## src/rtl/tia_horizontal_motion_generator_pkg.sv

```systemverilog
// Shared constants, object indices and state encoding for the TIA horizontal
// motion generator and its per-object comparators.
package tia_horizontal_motion_generator_pkg;

  localparam int HM_WIDTH = 4;
  localparam int HM_STEPS = 16;
  localparam int NUM_OBJ  = 5;

  localparam int OBJ_P0 = 0;
  localparam int OBJ_P1 = 1;
  localparam int OBJ_M0 = 2;
  localparam int OBJ_M1 = 3;
  localparam int OBJ_BL = 4;

  localparam logic [HM_WIDTH-1:0] HM_BIAS   = 4'h8;
  localparam logic [HM_WIDTH-1:0] LAST_STEP = HM_WIDTH'(HM_STEPS - 1);

  typedef enum logic [1:0] {
    ST_IDLE  = 2'd0,
    ST_ARMED = 2'd1,
    ST_RUN   = 2'd2
  } hm_state_e;

  // Two's-complement motion value to unsigned extra-clock count (-8 -> 0, +7 -> 15).
  function automatic logic [HM_WIDTH-1:0] motion_compare(input logic [HM_WIDTH-1:0] hm);
    return hm ^ HM_BIAS;
  endfunction

endpackage

```

## src/rtl/tia_motion_comparator.sv

```systemverilog
// One object's slice of the HMOVE sequence: enable flag, step-vs-motion
// equality compare and the registered active-low extra-clock strobe.
module tia_motion_comparator
  import tia_horizontal_motion_generator_pkg::*;
(
  input  logic                clock,
  input  logic                reset,
  input  logic                start,
  input  logic                step,
  input  logic                last,
  input  logic [HM_WIDTH-1:0] step_cnt,
  input  logic [HM_WIDTH-1:0] hm,
  output logic                ec_bar
);

  logic en_r;
  logic ec_bar_r;
  logic match_s;
  logic pulse_s;

  // Equality only: a late write that drops v below the step never clears en.
  always_comb begin
    match_s = (step_cnt == motion_compare(hm));
    pulse_s = step && en_r && !match_s;
  end

  // Enable flag: armed by HMOVE, cleared on match or after the final step.
  always_ff @(posedge clock or posedge reset) begin
    if (reset) begin
      en_r <= 1'b0;
    end else if (start) begin
      en_r <= 1'b1;
    end else if (step && (last || match_s)) begin
      en_r <= 1'b0;
    end else begin
      en_r <= en_r;
    end
  end

  // Registered strobe: low for exactly the cycle after a pulsing step.
  always_ff @(posedge clock or posedge reset) begin
    if (reset) begin
      ec_bar_r <= 1'b1;
    end else begin
      ec_bar_r <= ~pulse_s;
    end
  end

  assign ec_bar = ec_bar_r;

endmodule

```

## src/rtl/tia_horizontal_motion_generator.sv

```systemverilog
// HMOVE sequencer: holds the five motion registers, the 16-step counter and
// the IDLE/ARMED/RUN control, and fans the step out to five comparators.
module tia_horizontal_motion_generator
  import tia_horizontal_motion_generator_pkg::*;
(
  input  logic                clock,
  input  logic                reset,
  input  logic                hm_tick,
  input  logic                hmove,
  input  logic                hmclr,
  input  logic                hmp0_wr,
  input  logic                hmp1_wr,
  input  logic                hmm0_wr,
  input  logic                hmm1_wr,
  input  logic                hmbl_wr,
  input  logic [HM_WIDTH-1:0] d_hi,
  output logic                p0ec_bar,
  output logic                p1ec_bar,
  output logic                m0ec_bar,
  output logic                m1ec_bar,
  output logic                blec_bar,
  output logic                sec
);

  hm_state_e           state_r;
  hm_state_e           next_state_s;
  logic [HM_WIDTH-1:0] s_r;
  logic                sec_r;
  logic [HM_WIDTH-1:0] hm_r [NUM_OBJ];
  logic [NUM_OBJ-1:0]  wr_s;
  logic [NUM_OBJ-1:0]  ec_bar_s;
  logic                start_s;
  logic                step_s;
  logic                last_s;

  assign wr_s = {hmbl_wr, hmm1_wr, hmm0_wr, hmp1_wr, hmp0_wr};

  // Sequencer next state; a tick coincident with hmove is swallowed by the restart.
  always_comb begin
    next_state_s = state_r;
    start_s      = hmove;
    step_s       = 1'b0;
    last_s       = 1'b0;
    case (state_r)
      ST_IDLE: begin
        if (hmove) begin
          next_state_s = ST_ARMED;
        end else begin
          next_state_s = ST_IDLE;
        end
      end
      ST_ARMED, ST_RUN: begin
        if (hmove) begin
          next_state_s = ST_ARMED;
        end else if (hm_tick) begin
          step_s = 1'b1;
          if (s_r == LAST_STEP) begin
            last_s       = 1'b1;
            next_state_s = ST_IDLE;
          end else begin
            next_state_s = ST_RUN;
          end
        end else begin
          next_state_s = state_r;
        end
      end
      default: begin
        next_state_s = ST_IDLE;
      end
    endcase
  end

  // State, step counter and sec; sec tracks whether a sequence is live.
  always_ff @(posedge clock or posedge reset) begin
    if (reset) begin
      state_r <= ST_IDLE;
      s_r     <= '0;
      sec_r   <= 1'b0;
    end else begin
      state_r <= next_state_s;
      sec_r   <= (next_state_s != ST_IDLE);
      if (start_s || last_s) begin
        s_r <= '0;
      end else if (step_s) begin
        s_r <= s_r + 1'b1;
      end else begin
        s_r <= s_r;
      end
    end
  end

  // Motion registers; hmclr beats any same-cycle write.
  always_ff @(posedge clock or posedge reset) begin
    if (reset) begin
      for (int i = 0; i < NUM_OBJ; i++) begin
        hm_r[i] <= '0;
      end
    end else begin
      for (int i = 0; i < NUM_OBJ; i++) begin
        if (hmclr) begin
          hm_r[i] <= '0;
        end else if (wr_s[i]) begin
          hm_r[i] <= d_hi;
        end else begin
          hm_r[i] <= hm_r[i];
        end
      end
    end
  end

  for (genvar g = 0; g < NUM_OBJ; g++) begin : g_obj
    tia_motion_comparator u_cmp (
      .clock    (clock),
      .reset    (reset),
      .start    (start_s),
      .step     (step_s),
      .last     (last_s),
      .step_cnt (s_r),
      .hm       (hm_r[g]),
      .ec_bar   (ec_bar_s[g])
    );
  end

  assign p0ec_bar = ec_bar_s[OBJ_P0];
  assign p1ec_bar = ec_bar_s[OBJ_P1];
  assign m0ec_bar = ec_bar_s[OBJ_M0];
  assign m1ec_bar = ec_bar_s[OBJ_M1];
  assign blec_bar = ec_bar_s[OBJ_BL];
  assign sec      = sec_r;

endmodule

```

## config.mk

```make
export PLATFORM = sky130hd
export DESIGN_NAME = tia_horizontal_motion_generator
export DESIGN_NICKNAME = d
export VERILOG_FILES = /design/src/rtl/tia_horizontal_motion_generator_pkg.sv /design/src/rtl/tia_motion_comparator.sv /design/src/rtl/tia_horizontal_motion_generator.sv
export SDC_FILE = /design/constraint.sdc
export NUM_CORES = 1
export LEC_CHECK = 0
export ABC_AREA = 0
export BUFFER_PORTS_ARGS = -buffer_cell sky130_fd_sc_hd__buf_2
export CORE_UTILIZATION = 60
export CTS_BUF_LIST = sky130_fd_sc_hd__clkbuf_4 sky130_fd_sc_hd__clkbuf_8
export DETAILED_ROUTE_END_ITERATION = 6
export PLACE_DENSITY_LB_ADDON = 0.25
export SKIP_LAST_GASP = 1
export SLEW_MARGIN = 20
export SYNTH_ARGS = -nofsm -noshare
export SYNTH_HDL_FRONTEND = slang
export SYNTH_HIERARCHICAL = 1
export SYNTH_SLANG_ARGS = --single-unit
export TNS_END_PERCENT = 100
```

## constraint.sdc

```tcl
create_clock -name clock -period 2 [get_ports clock]
set_input_delay 0.1 -clock clock [delete_from_list [all_inputs] [get_ports clock]]
set_output_delay 0.1 -clock clock [all_outputs]
set_load 0.005 [all_outputs]
```

After elaboration in Yosys (flattened, before gate mapping) --
Cells that the tools add are included.
Word-level totals: bits in registers 37, bits of input ports 14
Operators by class: $add $sub $neg 1, equality and inequality tests 8, muxes and demuxes 34, bitwise operators 10, reduce and logical (&&, ||, !) cells 40
Operators with widths (number):
- 2-to-1 mux 4 bit | 12
- nonzero test 2 bit | 12
- equality test 4 bit | 5
- 2-to-1 mux 1 bit | 18
- logical AND 1 bit | 15
- NOT 1 bit | 10
- logical OR 1 bit | 6
- 2-to-1 mux 2 bit | 3
- zero test 1 bit | 5
- adder 4 x 1 -> 4 bit (second input constant) | 1
- equality test 4 bit (second input constant) | 1
- one-hot mux 2 bit (2 select lines) | 1
- equality test 2 x 1 -> 1 bit (second input constant) | 1
- equality test 2 bit (second input constant) | 1
- zero test 2 bit | 1
- OR reduction 2 bit | 1

Logic depth before layout (Yosys ltp) --
Gate-level depths: netlist (run 1).
word-level depth 9, depth in mapped cells 7

Cells and area by module --
Netlist (run 1), hierarchy kept.
By module, submodules not included:
- tia_horizontal_motion_generator | times used 1, cells an instance 107, area each 1197.4 um2, seq. area each 675.6 um2
- tia_motion_comparator | times used 5, cells an instance 13, area each 130.1 um2, seq. area each 51.3 um2

Worst setup path before layout (run 1) --
Ideal clock, no wire load.
path kind register to register, start point register s_r[0], end point register sec_r, in the netlist sec, setup time 0.065 ns, arrival time 1.429 ns, path slack 0.506 ns, cell stages (with the launch flop) 5, buffers on the path 0, clock period less this slack 1.494 ns, cell sequence dfrtp_1 -> ha_1 -> and3_1 -> a2111oi_2 -> or2_1
On the way: longest elaborated chain between the ends 6
Ends and longest elaborated chain:
- start, declared | line tia_horizontal_motion_generator.sv:27 | logic [HM_WIDTH-1:0] s_r;
- start signal, assigned | line tia_horizontal_motion_generator.sv:85 | s_r <= s_r + 1'b1;
- start signal, assigned | line tia_horizontal_motion_generator.sv:87 | s_r <= s_r;
- equality test 4 bit | line tia_horizontal_motion_generator.sv:57 | if (s_r == LAST_STEP) begin
- 2-to-1 mux 2 bit | line tia_horizontal_motion_generator.sv:57
- 2-to-1 mux 2 bit | line tia_horizontal_motion_generator.sv:55 | end else if (hm_tick) begin
- 2-to-1 mux 2 bit | line tia_horizontal_motion_generator.sv:53 | if (hmove) begin
- one-hot mux 2 bit (2 select lines) | line tia_horizontal_motion_generator.sv:44 | case (state_r)
- via next_state_s[1] | line tia_horizontal_motion_generator.sv:26 | hm_state_e next_state_s;
- nonzero test 2 bit | line tia_horizontal_motion_generator.sv:81 | sec_r <= (next_state_s != ST_IDLE);
- end signal, assigned | line tia_horizontal_motion_generator.sv:81
- end, declared | line tia_horizontal_motion_generator.sv:28 | logic sec_r;
The timed path passes the listed nets, and every way through them passes these cells. A chain may end at the register's enable or synchronous reset.

Worst setup path after layout (run 1) --
start point register state_r[1], end point register g_obj[2].u_cmp.en_r
On the way: elaborated cells on any way between the ends 8, those cells by class 2 x eq/ne; 2 x mux; 4 x reduce/logical
RTL lines:
- start, declared | line tia_horizontal_motion_generator.sv:25 | hm_state_e state_r;
- start signal, assigned | line tia_horizontal_motion_generator.sv:80 | state_r <= next_state_s;
- equality test 2 x 1 -> 1 bit or equality test 2 bit (tied branches) | line tia_horizontal_motion_generator.sv:44
- OR reduction 2 bit * | line tia_horizontal_motion_generator.sv:44
- 2-to-1 mux 1 bit * | line tia_horizontal_motion_generator.sv:44
- via step_s | line tia_horizontal_motion_generator.sv:33 | logic step_s;
- logical AND 1 bit * | line tia_motion_comparator.sv:33 | end else if (step && (last || match_s)) begin
- nonzero test 2 bit (no source line) *
- end signal, assigned | line tia_motion_comparator.sv:36 | en_r <= en_r;
- end, declared | line tia_motion_comparator.sv:16 | logic en_r;
Mark *: on every way through the listed nets, which the timed path passes. The rest lies on a longest branch.

==> impl_metrics.tcl, run 1 <==
set metrics [dict create \
    clock_latency_ns 0.34 \
    area_growth_syn_to_layout_pct 10.29 \
    netlist.top_cell.by_area "dfrtp_1" \
    first_global_vias 1342 \
    vias 1273 \
    timing.final.crit_period_ns 1.697 \
    critPathSlowestCell "dfrtp_1" \
    timing_max_transition_violations_final 0 \
    netlist_instances 172 \
    grt_start_max_net_pins 28 \
    hpwl_mm 2.460 \
    post_synth_mux_area_share_pct 10.83 \
    setup.worst_path.start_class "flop" \
    crit_type "reg2reg" \
    p_leak_nw 1.036 \
    grt_util_all_layers_pct 25.10 \
    setup.worst_path.start "state_r[1]" \
    cts-htree-levels 2 \
    final.fill_count 213 \
    yosys_warnings 6 \
    worst_setup_path_end_kind "flop" \
    detailedRoute.firstPassIterationCount 6 \
    r2r_setup_slack_ns 0.30 \
    max_slew.worst_pin.slew_ns 0.4504 \
    highest_net_fanout_along_the_worst_path 11 \
    dieWidth_microns 57.50 \
    route.detailed.drc 2 \
    synth.avg_cell_area_sq_um 10.74 \
    synth_sequential_area_ratio_pct 50.44 \
    layoutNonFillerInstCount 225 \
    fp.dieArea_sq_um 3306 \
    finalHoldViolations 0 \
    overflow 0 \
    run_status "finished, violations left" \
    timing.critical_path.cells "inv_1 -> ha_1 -> nand3b_4 -> inv_1 -> inv_1 -> a21oi_1 -> o21ai_1" \
    layout_worst_path_cycle_share_pct 84.87 \
    clk_path_buf_depth 2 \
    clk_root_buffer_cell "clkbuf_4" \
    mostFrequentLayoutCell "dfrtp_1" \
    worst_r2r_path_depth 7 \
    critPathMaxStageDelay_ns 0.41 \
    post-synth-top-area-fraction_pct 43.33 \
    synthXorXnorAreaFrac_pct 9.953 \
    cts.clk_slew.worst_paths_ns 0.11 \
    crit_arrival_ns 1.92 \
    drt-wirelength-per-cell_microns 15.03 \
    drtAntennaViolNets 0 \
    grt_pass1_wl_mm 6.141 \
    achievable-frequency_mhz 589.1 \
    ys_top_cells_by_area "dfrtp_1 43%, mux2i_1 11%, xor2_1 7.6%" \
    cell_row_count 19 \
    layout.cells.most_common_list "32 x dfrtp_1, 22 x nor2_1, 20 x mux2i_1, 19 x buf_2, 16 x xor2_1" \
    synth_cell_type_count 24 \
    io_pins 20 \
    synth_top_family_by_area "simple AND/OR/NAND/NOR gates" \
    final.setup.tns_ns 0 \
    failed_checks "design-rule violations" \
    finalClockSkew_ns 0.01411 \
    place_congestion 0.7929 \
    maxSlewHeadroom_pct 69.97 \
    layout-drive-gt1-share_pct 21.13 \
    post_synthesis_register_bit_count 37 \
    design.core.area_sq_um 2829 \
    buffer_ports.inserted 19 \
    max_cap_violations 0 \
    resize_count_post_cts 0 \
    timing.rr.start "state_r[1]" \
    post_synthesis_instance_area_sq_um 1848 \
    cp_common_cell "inv_1" \
    synth-compound-area-share_pct 5.416 \
    number_of_vias_per_cell_after_detailed_routing 5.658 \
    cts_tree "built" \
    start_util_pct 65.33 \
    worst_ir_drop_vdd_mv 0.5078 \
    post_synth_simple_gate_area_pct 16.86 \
    initialDrtViolationCount 34 \
    synthAdderAreaFrac_pct 2.031 \
    sequential_cell_area_sq_um 932.1 \
    power_density_nw_per_um2 811.7 \
    synth_nets 189 \
    place_inst 216 \
    holdCritPathClass "in2reg" \
    antenna_found_initial 0 \
    tritoncts.num_buffers 5 \
    setup_viol 0 \
    die_h_microns 57.50 \
    finish.net_count 210 \
    insertedDiodeCount 0 \
    tritoncts_num_sinks 37 \
    r2r-end "g_obj[2].u_cmp/en_r" \
    grt_setup_unrepaired "false" \
    multi_input_comb_area_sq_um 833.3 \
    worst-endpoint-required_ns 2.23 \
    drt-total-wl_mm 3.381 \
    crit_path_end "g_obj[2].u_cmp/en_r" \
]
==> synthesized netlist by cell type <==
cell,count
dfrtp_1,32
nor2_1,22
mux2i_1,20
xor2_1,16
inv_1,15
a21oi_1,10
clkbuf_1,7
nand3b_1,6
dfstp_2,5
nand2b_1,5
nor4_2,5
o21ai_1,5
xnor2_1,5
ha_1,3
nand2_1,3
nand3_1,2
nand4b_1,2
o21ai_0,2
or3_1,2
a2111oi_2,1
and3_1,1
nand3b_4,1
nor2_2,1
or2_1,1
==> layout make-up <==
| type | instances | area share [%] |
|---|---|---|
| Timing Repair Buffer | 21 | 5.525 |
| Clock inverter | 2 | 0.6753 |
| Inverter | 15 | 2.762 |
| Multi-Input combinational cell | 113 | 40.88 |
| Clock buffer | 6 | 2.517 |
| Sequential cell | 37 | 45.73 |
| Tap cell | 31 | 1.903 |
==> worst min-delay path by stage <==
| stage | from | end | slack (ns) | cells after the start |
|---|---|---|---|---|
| 3_5_place_dp | reset | g_obj[1].u_cmp/en_r | 0.003 | 2 |
| 2_1_floorplan | reset | g_obj[0].u_cmp/en_r | -0.16 | 1 |
| 5_1_grt | hm_tick | state_r[1] | 0.06 | 2 |
| 4_1_cts | hm_tick | state_r[1] | 0.03 | 2 |
| 3_3_place_gp | reset | g_obj[1].u_cmp/en_r | -0.0007 | 2 |
| 6_report | hm_tick | state_r[1] | 0.05 | 2 |
==> state kept, by name, indices dropped and copies added (netlist names) <==
signal,count
g_obj.u_cmp/ec_bar,5
g_obj.u_cmp/en_r,5
hm_r,20
s_r,4
sec,1
state_r,2
==> per-layer routing <==
layer / wire, microns / up-vias / global-route usage, %
met5: 0 / - / 0
met4: 51 / 0 / 10.80
met3: 170 / 5 / 4.762
met2: 1749 / 35 / 42.36
met1: 1409 / 621 / 31.56
li1: - / 612 / -
==> stage by stage <==
stage / util [%] / setup WS, ns / hold slack [ns] / power [mW] / area, sq um
final: 72.05 / 0.3026 / 0.05130 / 1.654 / 2038
after global routing: 72.05 / 0.1276 / 0.05554 / 1.752 / 2038
after CTS: 72.05 / 0.3080 / 0.03289 / 1.676 / 2038
after detailed placement: 69.39 / 0.3306 / 0.003375 / 1.249 / 1963
after global placement: 69.39 / 0.4270 / -0.0007086 / 1.222 / 1963
after floorplan: - / 0.5057 / -0.1595 / 1.137 / 1848
==> critical path, delay by kind of cell, from the launching register on <==
family	cells	cell delay, ns
simple gates	1	0.12
compound gates	2	0.22
flops	1	0.41
buf+inv	3	0.42
fa+ha+maj	1	0.41
==> cell families after synthesis <==
family	Yosys count
AND/OR/NAND/NOR	51
flip-flops	37
buffers and inverters	22
XOR/XNOR	21
multiplexers	20
AO/OA/AOI/OAI	18
adder cells (fa/ha/maj)	3
==> what timing repair did <==
action / in CTS / in global routing
hold buffers: 1 / 0
buffers inserted: 0 / 0
hold endpoints to repair: 37 / 0
==> power breakdown <==
group          leakage [nW]  switching, mW  internal, mW  total [mW]
Sequential            0.455         0.0569         0.835       0.892
Combinational         0.543          0.196         0.147       0.343
Clock                0.0382          0.248         0.171       0.419
Total                  1.04          0.501          1.15        1.65
(Power assumes the default switching activity.)
==> inputs of run 2 (changes only) <==
ABC_AREA = 1   (was 0)
CORE_UTILIZATION = 55   (was 60)
clock period = 1.4 ns   (was 2 ns; I/O delays follow)
==> run 2 against run 1 <==
Effect of this change:
- the run now ends clean
- synthesized cell count grew 65%
- hold slack got worse by 0.017 ns
- core utilization fell by 4.6 points
- clock skew is 0.0039 ns lower
- cell area grew 12%
- fmax up 22%
- first-iteration DRC count rose by 150%
- flip-flop and latch count unchanged
- setup slack worse by 0.29 ns
- register-to-register slack worse by 0.29 ns
- power grew 46%
==> impl_metrics.tcl, run 2 <==
set metrics [dict create \
    run_status "finished clean" \
    timing.critical_path.cells "inv_1 -> ha_4 -> nand3_4 -> nor2_4 -> inv_1 -> nand3_1 -> nand2_1" \
    vias 1716 \
    worst_ir_drop_vdd_mv 0.5589 \
    buffer_ports.inserted 19 \
    critPathMaxStageDelay_ns 0.36 \
    hpwl_mm 2.780 \
    max_slew.worst_pin.slew_ns 0.3601 \
    post_synthesis_register_bit_count 37 \
    synth_edf_count 0 \
    dieWidth_microns 61.88 \
    synth.avg_cell_area_sq_um 6.968 \
    cp_common_cell "inv_1" \
    io_pins 20 \
    synth.cells.most_frequent "101 x nand2_1, 68 x inv_1, 32 x dfrtp_1, 23 x nor2_1, 22 x o21ai_0" \
    finish.net_count 335 \
    layout.cells.most_common_list "101 x nand2_1, 66 x inv_1, 32 x dfrtp_1, 23 x nor2_1, 22 x o21ai_0" \
    largest_reg_flops 20 \
    worst_setup_path_end_kind "flop" \
    worst-endpoint-required_ns 1.64 \
    yosysMostFrequentCell "nand2_1" \
    final.fill_count 288 \
    timing.critical_path.buf_inv 2 \
    highest_net_fanout_along_the_worst_path 7 \
    grt_pass1_wl_mm 6.499 \
    cts.clk_slew.worst_paths_ns 0.11 \
    number_of_vias_per_cell_after_detailed_routing 4.701 \
    tritoncts.num_buffers 5 \
    tritoncts_num_sinks 37 \
    grt_start_max_net_pins 28 \
    netlist.top_cell.by_area "dfrtp_1" \
    synth_sequential_area_ratio_pct 47.27 \
    cts-htree-levels 2 \
    post-synth-top-area-fraction_pct 40.61 \
    crit_arrival_ns 1.62 \
    postCtsSetupBuffers 0 \
    netlist_instances 283 \
    critical_path.top_delay_family "simple AND/OR/NAND/NOR gates" \
    detailedRoute.firstPassIterationCount 4 \
    max_cap_violations 0 \
    clk_path_buf_depth 2 \
    synth_nets 300 \
    antenna_found_initial 0 \
    clk_root_buffer_cell "clkbuf_4" \
    drt-total-wl_mm 3.883 \
    post_synthesis_instance_area_sq_um 1972 \
    finalClockSkew_ns 0.01023 \
    mostFrequentLayoutCell "nand2_1" \
    timing_max_transition_violations_final 0 \
    ys_top_cells_by_area "dfrtp_1 41%, nand2_1 19%, inv_1 13%" \
    largest_register "hm_r" \
    cell_row_count 21 \
    area_growth_syn_to_layout_pct 15.99 \
    setup_viol 0 \
    timing.final.crit_period_ns 1.386 \
    design.core.area_sq_um 3390 \
    layout_worst_path_cycle_share_pct 99.03 \
    totalPowerFinal_mw 2.415 \
    finalHoldViolations 0 \
    setup.worst_path.start_class "flop" \
    initialDrtViolationCount 84 \
    crit_type "reg2reg" \
    core_util_final_pct 67.48 \
    critPathSlowestCell "dfrtp_1" \
    asyncSetResetFlopFracSynth_pct 100.0 \
    fp.dieArea_sq_um 3829 \
    holdCritPathClass "in2reg" \
    drtAntennaViolNets 0 \
    layout-drive-gt1-share_pct 15.99 \
    maxSlewHeadroom_pct 76.00 \
    overflow 0 \
    first_global_vias 1575 \
    cts_tree "built" \
    insertedDiodeCount 0 \
    timing.hold.ws_ns 0.03387 \
    die_h_microns 61.88 \
    synth_cell_type_count 18 \
    drt-wirelength-per-cell_microns 10.64 \
    place_congestion 0.7620 \
    grt_util_all_layers_pct 23.63 \
    p_leak_nw 1.130 \
    achievable-frequency_mhz 721.2 \
    grt_setup_unrepaired "true" \
    start_util_pct 58.18 \
    clock_latency_ns 0.34 \
    power_density_nw_per_um2 1056 \
    route.detailed.drc 0 \
    yosys_warnings 6 \
    synth_flop_cell "dfrtp_1" \
]
==> run 2: cell count changes after synthesis, sizes merged, moves of 7 or more <==
cell and change:
inv +54, o21ai +17, mux2i -20, clkbuf -7, xor2 -16, nand3b -7
nand3 +13, nand2 +98
==> run 2: where the power goes <==
group	internal, mW	switching [mW]	total, mW
Sequential	1.19	0.0490	1.23
Clock	0.259	0.336	0.594
Combinational	0.247	0.339	0.587
Total	1.69	0.724	2.42
==> run 2: cell type report <==
type,count,area (sq um),area share [%]
timing repair buffer,28,165.2,7.221
multi-input combinational,176,802.0,35.07
inverter,70,270.3,11.82
sequential,37,932.1,40.75
clock buffer,8,60.06,2.626
tap,46,57.56,2.516
==> run 2: layer usage <==
metal	wire length (microns)	track usage, %	up-vias
li1	-	-	909
met1	1886	28.23	777
met4	44	9.841	0
met3	103	3.934	4
met2	1849	42.09	26
met5	0	0	-
==> run 2: logic make-up after synthesis <==
kind of cell	count (synthesis)	share of synthesized area (%)
flops	37	47.27
fa+ha+maj	3	1.904
buf+inv	70	13.39
compound gates	33	8.820
simple gates	140	28.62
==> run 2: path summary, 6_finish.rpt <==
| kind | startpoint | end | slack [ns] | cells past startpoint |
|---|---|---|---|---|
| setup reg to reg | state_r[0] | g_obj[0].u_cmp/en_r | 0.01 | 7 |
| setup / recovery | state_r[0] | g_obj[0].u_cmp/en_r | 0.01 | 7 |
| max in group asynchronous | reset | hm_r[7] | 0.75 | 4 |
| hold / removal | hmp1_wr | hm_r[15] | 0.03 | 4 |
| min in group asynchronous | reset | g_obj[3].u_cmp/en_r | 0.15 | 3 |
| hold reg to reg | g_obj[0].u_cmp/en_r | g_obj[0].u_cmp/ec_bar | 0.47 | 1 |
==> run 2: tightest hold or removal path, cell delays in order <==
cell     delay (ns)
buf_2          0.09
nor2_1         0.06
nand2_1        0.05
o21ai_0        0.06
==> run 2: through the flow <==
step | setup slack (ns) | TNS (ns) | std cells | instance area, sq um
finish | 0.01351 | 0 | 365 | 2287
global route | -0.07077 | -0.3526 | 365 | 2287
CTS | 0.01065 | 0 | 365 | 2263
detailed placement | -0.001006 | -0.001006 | 356 | 2185
global placement | 0.05107 | 0 | 356 | 2185
floorplan | 0.00005906 | 0 | 283 | 1972
==> run 2: what timing repair did <==
action / in CTS / in global routing
pin swaps: 0 / 2
gates resized for setup: 2 / 6
endpoints found under the setup margin: 6 / 10
hold endpoints to repair: 37 / 0
cloned: 0 / 0
hold buffers: 1 / 0
==> inputs of run 3 (changes only) <==
CORE_UTILIZATION = 25   (was 55)
==> run 3 against run 2 <==
Effect of this change:
- sequential share of layout area is 1.8 points lower
- critical path depth stayed put
- die area is 120% higher
- clock skew is 0.0084 ns lower
- clock power is 40% higher
- final cell count is 16% higher
- highest routed layer unchanged
- non-clock buffer count is 1 higher
==> impl_metrics.tcl, run 3 (synthesis results as in run 2) <==
set metrics [dict create \
    finalHoldViolations 0 \
    vias 1720 \
    crit_type "reg2reg" \
    hpwl_mm 3.116 \
    maxSlewHeadroom_pct 74.17 \
    global_route.usage.met3_pct 2.862 \
    route.detailed.drc 0 \
    overflow 0 \
    layout_worst_path_cycle_share_pct 94.14 \
    fp.dieArea_sq_um 8246 \
    max_slew.worst_pin.slew_ns 0.3874 \
    tritoncts.num_buffers 5 \
    insertedDiodeCount 0 \
    hold_path_depth 4 \
    sequential_cell_area_sq_um 932.1 \
    drtAntennaViolNets 0 \
    io_pins 20 \
    layout.cells.most_common_list "101 x nand2_1, 66 x inv_1, 32 x dfrtp_1, 23 x nor2_1, 22 x o21ai_0" \
    highest_net_fanout_along_the_worst_path 6 \
    initialDrtViolationCount 58 \
    number_of_vias_per_cell_after_detailed_routing 4.076 \
    run_status "finished clean" \
    grt_use_met2_pct 18.43 \
    clock_latency_ns 0.28 \
    layout-drive-gt1-share_pct 15.63 \
    stdcell_area_sq_um 2395 \
    power_density_nw_per_um2 1110 \
    critPathMaxStageDelay_ns 0.37 \
    final.fill_count 834 \
    largest_reg_flops 20 \
    final.setup.tns_ns 0 \
    cell_row_count 32 \
    mostFrequentLayoutCell "nand2_1" \
    worst_r2r_path_depth 7 \
    drt-total-wl_mm 4.326 \
    timing.critical_path.cells "inv_2 -> ha_4 -> nand3_4 -> nor2_4 -> inv_1 -> nand3_1 -> nand2_1" \
    cts-htree-levels 2 \
    p_leak_nw 1.142 \
    multi_input_comb_area_sq_um 793.3 \
    area_growth_syn_to_layout_pct 21.45 \
    worst_setup_path_end_kind "flop" \
    timing_max_transition_violations_final 0 \
    grt_pass1_wl_mm 7.410 \
    buffer_ports.inserted 19 \
    detailedRoute.firstPassIterationCount 4 \
    achievable-frequency_mhz 758.8 \
    crit_arrival_ns 1.49 \
    timing.final.ws_setup_ns 0.08207 \
    start_util_pct 25.65 \
    worst_ir_drop_vdd_mv 0.5924 \
    grt.met1_usage_pct 15.11 \
    place_congestion 0.7500 \
    tritoncts_num_sinks 37 \
    first_global_vias 1592 \
    max_cap_violations 0 \
    clk_path_buf_depth 2 \
    critPathSlowestCell "dfrtp_1" \
    postCtsSetupBuffers 0 \
    setup.worst_path.start_class "flop" \
    clk_root_buffer_cell "clkbuf_8" \
    cts.clk_slew.worst_paths_ns 0.07 \
    die_h_microns 90.81 \
    setup_viol 0 \
    post-place-ws_ns -0.004242 \
    grt_util_all_layers_pct 11.31 \
    drt-wirelength-per-cell_microns 10.25 \
    placedInstanceArea_sq_um 2262 \
    worst-endpoint-required_ns 1.57 \
    antenna_found_initial 0 \
    grt_setup_unrepaired "true" \
    finish.net_count 336 \
    design.core.area_sq_um 7687 \
    grt_start_max_net_pins 28 \
    core_util_final_pct 31.15 \
    holdCritPathClass "in2reg" \
    timing.final.crit_period_ns 1.318 \
    finalClockSkew_ns 0.001814 \
    cts_tree "built" \
    largest_register "hm_r" \
    gr-max-usage-layer "met2" \
    dieWidth_microns 90.81 \
]
[run 3: final cells by class]
cell class | count | area share (%)
flip-flops and latches | 37 | 38.92
well taps | 102 | 5.329
clock buffers | 7 | 4.023
inverters | 70 | 11.18
repair buffers | 29 | 7.210
multi-input cells | 176 | 33.12
clock inverters | 1 | 0.2090
[run 3: final timing paths]
kind	startpoint	slack, ns	to
worst max-delay path	state_r[0]	0.08	g_obj[3].u_cmp/en_r
worst min-delay path	hmbl_wr	0.1	hm_r[1]
worst max register to register	state_r[0]	0.08	g_obj[3].u_cmp/en_r
worst min register to register	g_obj[4].u_cmp/en_r	0.46	g_obj[4].u_cmp/ec_bar
max in group asynchronous	reset	0.66	hm_r[14]
min in group asynchronous	reset	0.22	g_obj[4].u_cmp/en_r
[run 3: what timing repair did]
item,4_1_cts,5_1_grt
pin swaps,0,2
endpoints found under the hold margin,37,0
setup endpoints to repair,5,8
gates resized for setup,2,3
hold buffers,1,0
[run 3: metrics by stage]
step	hold slack [ns]	std cells	total power, mW
after floorplan	-0.1895	283	1.589
after global placement	-0.02338	413	1.787
after detailed placement	-0.01601	413	1.805
after CTS	0.09811	422	2.657
after global routing	0.1080	422	2.833
final	0.09851	422	2.657
[run 3: critical path, delay by kind of cell, from the launching register on]
family,cells,cell delay [ns]
simple gates,4,0.45
flops,1,0.37
buf+inv,2,0.11
fa+ha+maj,1,0.28
[run 3: routing by layer]
| layer | up-vias | routed length (microns) | share of wire [%] |
|---|---|---|---|
| li1 | 910 | - | - |
| met1 | 779 | 2168 | 50 |
| met2 | 29 | 1968 | 45 |
| met3 | 2 | 165 | 3.8 |
| met4 | 0 | 24 | 0.55 |
| met5 | - | 0 | 0 |
[run 3: where the power goes]
part	switching [mW]	internal, mW	total [mW]
sequential	0.0512	1.19	1.24
clock	0.383	0.446	0.829
combinational	0.339	0.253	0.591
total	0.773	1.88	2.66
